--- src/rtl/multicycle_sequencer.sv ---
// Multi-cycle RV32 control FSM: steps the datapath through fetch, decode, execute, memory and
// writeback, with run/pause/single-step, handshake timeouts, traps and debug counters.
module multicycle_sequencer #(
  parameter int unsigned MEM_TIMEOUT = 16,
  parameter int unsigned CNT_W       = 32
) (
  input  logic             clk,
  input  logic             reset,
  input  logic             run,
  input  logic             step,
  input  logic [6:0]       opcode,
  input  logic             insn_ack,
  input  logic             mem_ack,
  output logic             insn_req,
  output logic             ir_en,
  output logic             mem_req,
  output logic             mem_we,
  output logic             reg_write_en,
  output logic             pc_en,
  output logic [2:0]       state,
  output logic             halted,
  output logic             trap,
  output logic [1:0]       trap_cause,
  output logic [CNT_W-1:0] cycle_count,
  output logic [CNT_W-1:0] retired_count
);

  localparam int unsigned TO_W = $clog2(MEM_TIMEOUT + 2);

  typedef enum logic [2:0] {
    StIdle      = 3'd0,
    StFetch     = 3'd1,
    StDecode    = 3'd2,
    StExecute   = 3'd3,
    StMemory    = 3'd4,
    StWriteback = 3'd5,
    StTrap      = 3'd7
  } state_e;

  state_e            state_q, state_d;
  logic [TO_W-1:0]   to_q, to_d;
  logic [1:0]        cause_q, cause_d;
  logic [CNT_W-1:0]  cyc_q, ret_q;
  logic              retire;
  logic              is_alu, is_load, is_store, is_branch, legal, timed_out;

  always_comb begin
    is_alu    = opcode inside {7'b0110011, 7'b0010011, 7'b1100111, 7'b1101111};
    is_load   = (opcode == 7'b0000011);
    is_store  = (opcode == 7'b0100011);
    is_branch = (opcode == 7'b1100011);
    legal     = is_alu | is_load | is_store | is_branch;
  end

  // Fires on the MEM_TIMEOUT-th consecutive wait cycle; a coincident ack takes priority.
  assign timed_out = (MEM_TIMEOUT != 0) && (to_q == TO_W'(MEM_TIMEOUT - 1));

  always_comb begin
    state_d      = state_q;
    cause_d      = cause_q;
    insn_req     = 1'b0;
    ir_en        = 1'b0;
    mem_req      = 1'b0;
    mem_we       = 1'b0;
    reg_write_en = 1'b0;
    pc_en        = 1'b0;
    retire       = 1'b0;
    case (state_q)
      StIdle: begin
        if (run || step) state_d = StFetch;
      end
      StFetch: begin
        insn_req = 1'b1;
        if (insn_ack) begin
          ir_en   = 1'b1;
          state_d = StDecode;
        end else if (timed_out) begin
          state_d = StTrap;
          cause_d = 2'd2;
        end
      end
      StDecode: begin
        if (!legal) begin
          state_d = StTrap;
          cause_d = 2'd1;
        end else begin
          state_d = StExecute;
        end
      end
      StExecute: begin
        if (is_load || is_store) begin
          state_d = StMemory;
        end else if (is_branch) begin
          pc_en  = 1'b1;
          retire = 1'b1;
        end else begin
          state_d = StWriteback;
        end
      end
      StMemory: begin
        mem_req = 1'b1;
        mem_we  = is_store;
        if (mem_ack) begin
          if (is_store) begin
            pc_en  = 1'b1;
            retire = 1'b1;
          end else begin
            state_d = StWriteback;
          end
        end else if (timed_out) begin
          state_d = StTrap;
          cause_d = 2'd3;
        end
      end
      StWriteback: begin
        reg_write_en = 1'b1;
        pc_en        = 1'b1;
        retire       = 1'b1;
      end
      StTrap: ;
      default: state_d = StIdle;
    endcase
    if (retire) state_d = run ? StFetch : StIdle;
    // Any state change restarts the wait counter, so entry to FETCH/MEMORY always sees zero.
    to_d = (state_d != state_q) ? '0 : to_q + TO_W'(1);
  end

  always_ff @(posedge clk or negedge reset) begin
    if (!reset) begin
      state_q <= StIdle;
      to_q    <= '0;
      cause_q <= 2'd0;
      cyc_q   <= '0;
      ret_q   <= '0;
    end else begin
      state_q <= state_d;
      to_q    <= to_d;
      cause_q <= cause_d;
      if (state_q != StIdle && state_q != StTrap) cyc_q <= cyc_q + CNT_W'(1);
      if (retire) ret_q <= ret_q + CNT_W'(1);
    end
  end

  assign state         = state_q;
  assign halted        = (state_q == StIdle);
  assign trap          = (state_q == StTrap);
  assign trap_cause    = cause_q;
  assign cycle_count   = cyc_q;
  assign retired_count = ret_q;

endmodule

--- config.mk ---
export PLATFORM = sky130hd
export DESIGN_NAME = multicycle_sequencer
export DESIGN_NICKNAME = d
export VERILOG_FILES = /design/src/rtl/multicycle_sequencer.sv
export SDC_FILE = /design/constraint.sdc
export NUM_CORES = 1
export LEC_CHECK = 0
export ABC_AREA = 1
export CELL_PAD_IN_SITES_DETAIL_PLACEMENT = 0
export CELL_PAD_IN_SITES_GLOBAL_PLACEMENT = 2
export CORE_MARGIN = 10
export CORE_UTILIZATION = 27
export CTS_CLUSTER_DIAMETER = 200
export DETAILED_ROUTE_END_ITERATION = 6
export HOLD_SLACK_MARGIN = 0.15
export PLACE_DENSITY = 0.81
export SYNTH_ARGS = -nofsm -noshare
export SYNTH_HDL_FRONTEND = slang
export SYNTH_SLANG_ARGS = --single-unit
--- constraint.sdc ---
create_clock -name clk -period 1.8 [get_ports clk]
set_input_delay 0.18 -clock clk [delete_from_list [all_inputs] [get_ports clk]]
set_output_delay 0.18 -clock clk [all_outputs]
set_load 0.005 [all_outputs]
==> impl_metrics.csv <==
group,metric,value,unit
setup_path,critical-path-top-delay-family,"buffers and inverters",
drt,vias,4270,
placement,pre_cts_ws,-0.145,ns
setup_path,critPathBufInv,4,
timing,worst_pin_slew,0.421,ns
setup_path,crit_path_frequent_cell,"buf_4",
grt,grt_remaining_overflow,0,
finish,drive_above_1_share,21.3,%
finish,fillerInstances,1652,
setup_path,reg2reg_to,"retired_count[11]",
finish,antenna_cells,0,
timing,drv_slew,0,
setup_path,startpoint,"state[0]",
setup_path,slowest_stage,"dfrtp_2",
synthesis,syn_nets,599,
finish,final_cell_area,6590,um2
grt,grt_usage,12.5,%
setup_path,crit-reg2reg-launch,"state[0]",
setup_path,critPathLaunchType,"flip-flop",
clock_tree,clkSinkCount,74,
synthesis,syn-cell-area,4460,um2
timing,relSlewSlack,71.7,%
timing,setup_viol_count_final,0,
pwr,combPwrFrac,44.2,%
setup_path,end_kind,"primary output",
placement,gp_routability_congestion,0.839,
min_path,hold_path.class,"in -> async",
pwr,power.switching,2.67,mW
die,die_y,148,um
run,cap_violations,0,
timing,skew,0.0101,ns
synthesis,netlist_instances,582,
finish,instances_no_fill,967,
finish,multi_input_area,2400,um2
drt,drt-total-wl,13.8,mm
finish,regArea,1860,um2
die,die_w,148,um
setup_path,crit_chain,"buf_6 -> nand2_4 -> nor2_2 -> buf_4 -> buf_4 -> dlygate4sd2_1",
placement,place_hpwl,10.9,mm
clock_tree,clkSlewWorstSetupHoldPaths,0.06,ns
setup_path,slowest_delay,0.47,ns
synthesis,seq_area_frac_synth,41.5,%
pwr,p_leak,3.13,nW
timing,min_period,1.75,ns
setup_path,cp.required,1.62,ns
die,start_util,27.8,%
drt,remaining_drc_errors,0,
setup_path,path_depth,6,
placement,port_buffers,89,
drt,ant_nets,0,
setup_path,reg2reg_depth,9,
synthesis,syn_avg_cell_area,7.66,um2
synthesis,yosysWarnings,0,
setup_path,worstPathMaxFanout,4,
timing,period_share,97.2,%
clock_tree,root_buffer,"clkbuf_16",
drt,drt_pass1_iterations,6,
pwr,p_per_area,1070,nW/um2
pwr,power.total,7.07,mW
setup_path,critical_path_arrival,1.57,ns
clock_tree,clock_latency,0.35,ns
synthesis,synth_seq_cells,74,
drt,drt-initial-drc-count,276,
setup_path,r2r_slack,0.10,ns
pwr,ir_drop,0.000596,V
finish,layout.nets,763,
placement,placed_area,6030,um2
clock_tree,clk_path_buf_depth,2,
die,ios,90,
pwr,clkPwrFrac,25.1,%
clock_tree,cts_tree,"built",
die,dieArea,22000,um2
timing,max_freq,572,MHz
grt,grt_max_degree,45,
drt,wire_per_inst,14.3,um
finish,finalCoreUtilization,41.1,%
pwr,seq_power_share,30.8,%
pwr,swShare,37.8,%
run_status,status,"completed",
setup_path,path_class,"reg -> out",
placement,dp.cells,941,
drt,vias_per_cell,4.42,
timing,hold_viol,0,
die,core,16100,um2
clock_tree,htreeDepth,3,
clock_tree,numCtsBuffers,9,
grt,grt_pass1_vias,4398,
setup_path,endpoint,"reg_write_en",
timing,fin_ws,0.0504,ns
pwr,p_int,4.40,mW
grt,antenna_found_initial,0,
die,rows,46,
finish,syn2layout_area_growth,47.9,%
synthesis,synth_cell_types,35,
grt,grt_pass1_wl,22.4,mm
timing,grt_setup_unrepaired,"yes",
worst min path at each step:
stage	depth (start not counted)	to	startpoint
2_1_floorplan	0	cycle_count[0]	reset
3_3_place_gp	1	retired_count[5]	reset
3_5_place_dp	1	retired_count[5]	reset
4_1_cts	2	retired_count[24]	reset
5_1_grt	2	retired_count[6]	reset
6_report	2	retired_count[6]	reset
routing by layer:
metal / part of all wire (%) / GRT usage (%)
met2: 48 / 21.2
met1: 46 / 15.3
met4: 1.3 / 4.26
met3: 4.7 / 2.85
met5: 0 / 0
power by group through the flow:
| stage | combinational (mW) | clock [mW] | sequential (mW) |
|---|---|---|---|
| after floorplan | 1.39 | 0 | 2.16 |
| after global placement | 2.79 | 0 | 2.16 |
| after detailed placement | 2.80 | 0 | 2.16 |
| after CTS | 2.88 | 1.82 | 2.13 |
| after global routing | 3.43 | 1.89 | 2.21 |
| final | 3.12 | 1.77 | 2.17 |
flip-flops by register name, indices dropped and copies added, names as in the netlist:
name and cells:
trap_cause 2, state 3, retired_count 32, to_q 5
cycle_count 32
per-stage QoR:
step	hold slack (ns)	TNS [ns]
after floorplan	-0.116	0
after global placement	0.0599	-0.255
after detailed placement	0.0581	-0.972
after CTS	0.237	-0.0512
after global routing	0.273	-0.0411
final	0.242	0
cell usage in the layout, fill, tap and decap left out, types with 4 or more instances in the layout:
cell / netlist / layout
nand3_1: 33 / 33
nand2_2: 7 / 10
nand2_1: 146 / 139
clkbuf_16: 0 / 9
nor3_1: 28 / 20
nor3_2: 4 / 10
buf_4: 1 / 62
dfrtp_1: 74 / 71
nor2_1: 69 / 58
inv_1: 80 / 76
nor2_2: 8 / 17
clkdlybuf4s50_1: 0 / 80
dlygate4sd2_1: 0 / 5
inv_2: 4 / 5
nor2_4: 2 / 4
xor2_1: 42 / 42
xnor2_1: 15 / 15
buf_6: 3 / 5
nand4_1: 16 / 16
nand2_4: 1 / 5
nand3_4: 2 / 4
o21ai_0: 19 / 17
worst reg2reg max path, delay by kind of cell (launching register included):
| family | cells | cell delay (ns) |
|---|---|---|
| flops | 1 | 0.47 |
| buf+inv | 1 | 0.22 |
| xor+xnor | 1 | 0.15 |
| simple gates | 7 | 0.79 |
logic make-up (layout without fill, tap and decap cells):
kind of cell	count (synthesis)	after routing	synth area share (%)
and+or+nand+nor	330	330	34.4
buffers and inverters	90	259	8.42
DFF	74	74	41.5
xor gates and xnor gates	57	57	11.2
AOI/OAI and AO/OA	27	27	3.34
adders and majority gates	4	4	1.12
cell type report:
cell class | count | area share, %
multi-input cells | 418 | 36.4
flip-flops and latches | 74 | 28.1
repair buffers | 159 | 22.1
inverters | 84 | 4.90
well taps | 216 | 4.10
clock buffers | 9 | 3.42
clock inverters | 7 | 0.911
synthesized netlist by cell type (all sizes together):
cell type    n  area (um2)
and3         1        6.26
nor2        79         332
nor3b        3        22.5
inv         84         315
nor3        33         196
nand2      154         603
nand3       37         220
and2         2        12.5
nand3b       1        7.51
xor2        42         368
xnor2       15         131
a21oi        3        18.8
o21ai       20         100
ha           4        50.1
buf          5        56.3
nand4       17         113
nor4         3        18.8
clkbuf       1        3.75
dfrtp       74        1850
a21boi       3        22.5
o31ai        1        7.51
timing repair:
item	4_1_cts	5_1_grt
setup buffers	2	8
pin swaps	2	23
endpoints found under the hold margin	74	0
resized for setup	25	50
setup endpoints to repair	16	41
hold buffers	1	0
Power figures use the tool's default switching activity.
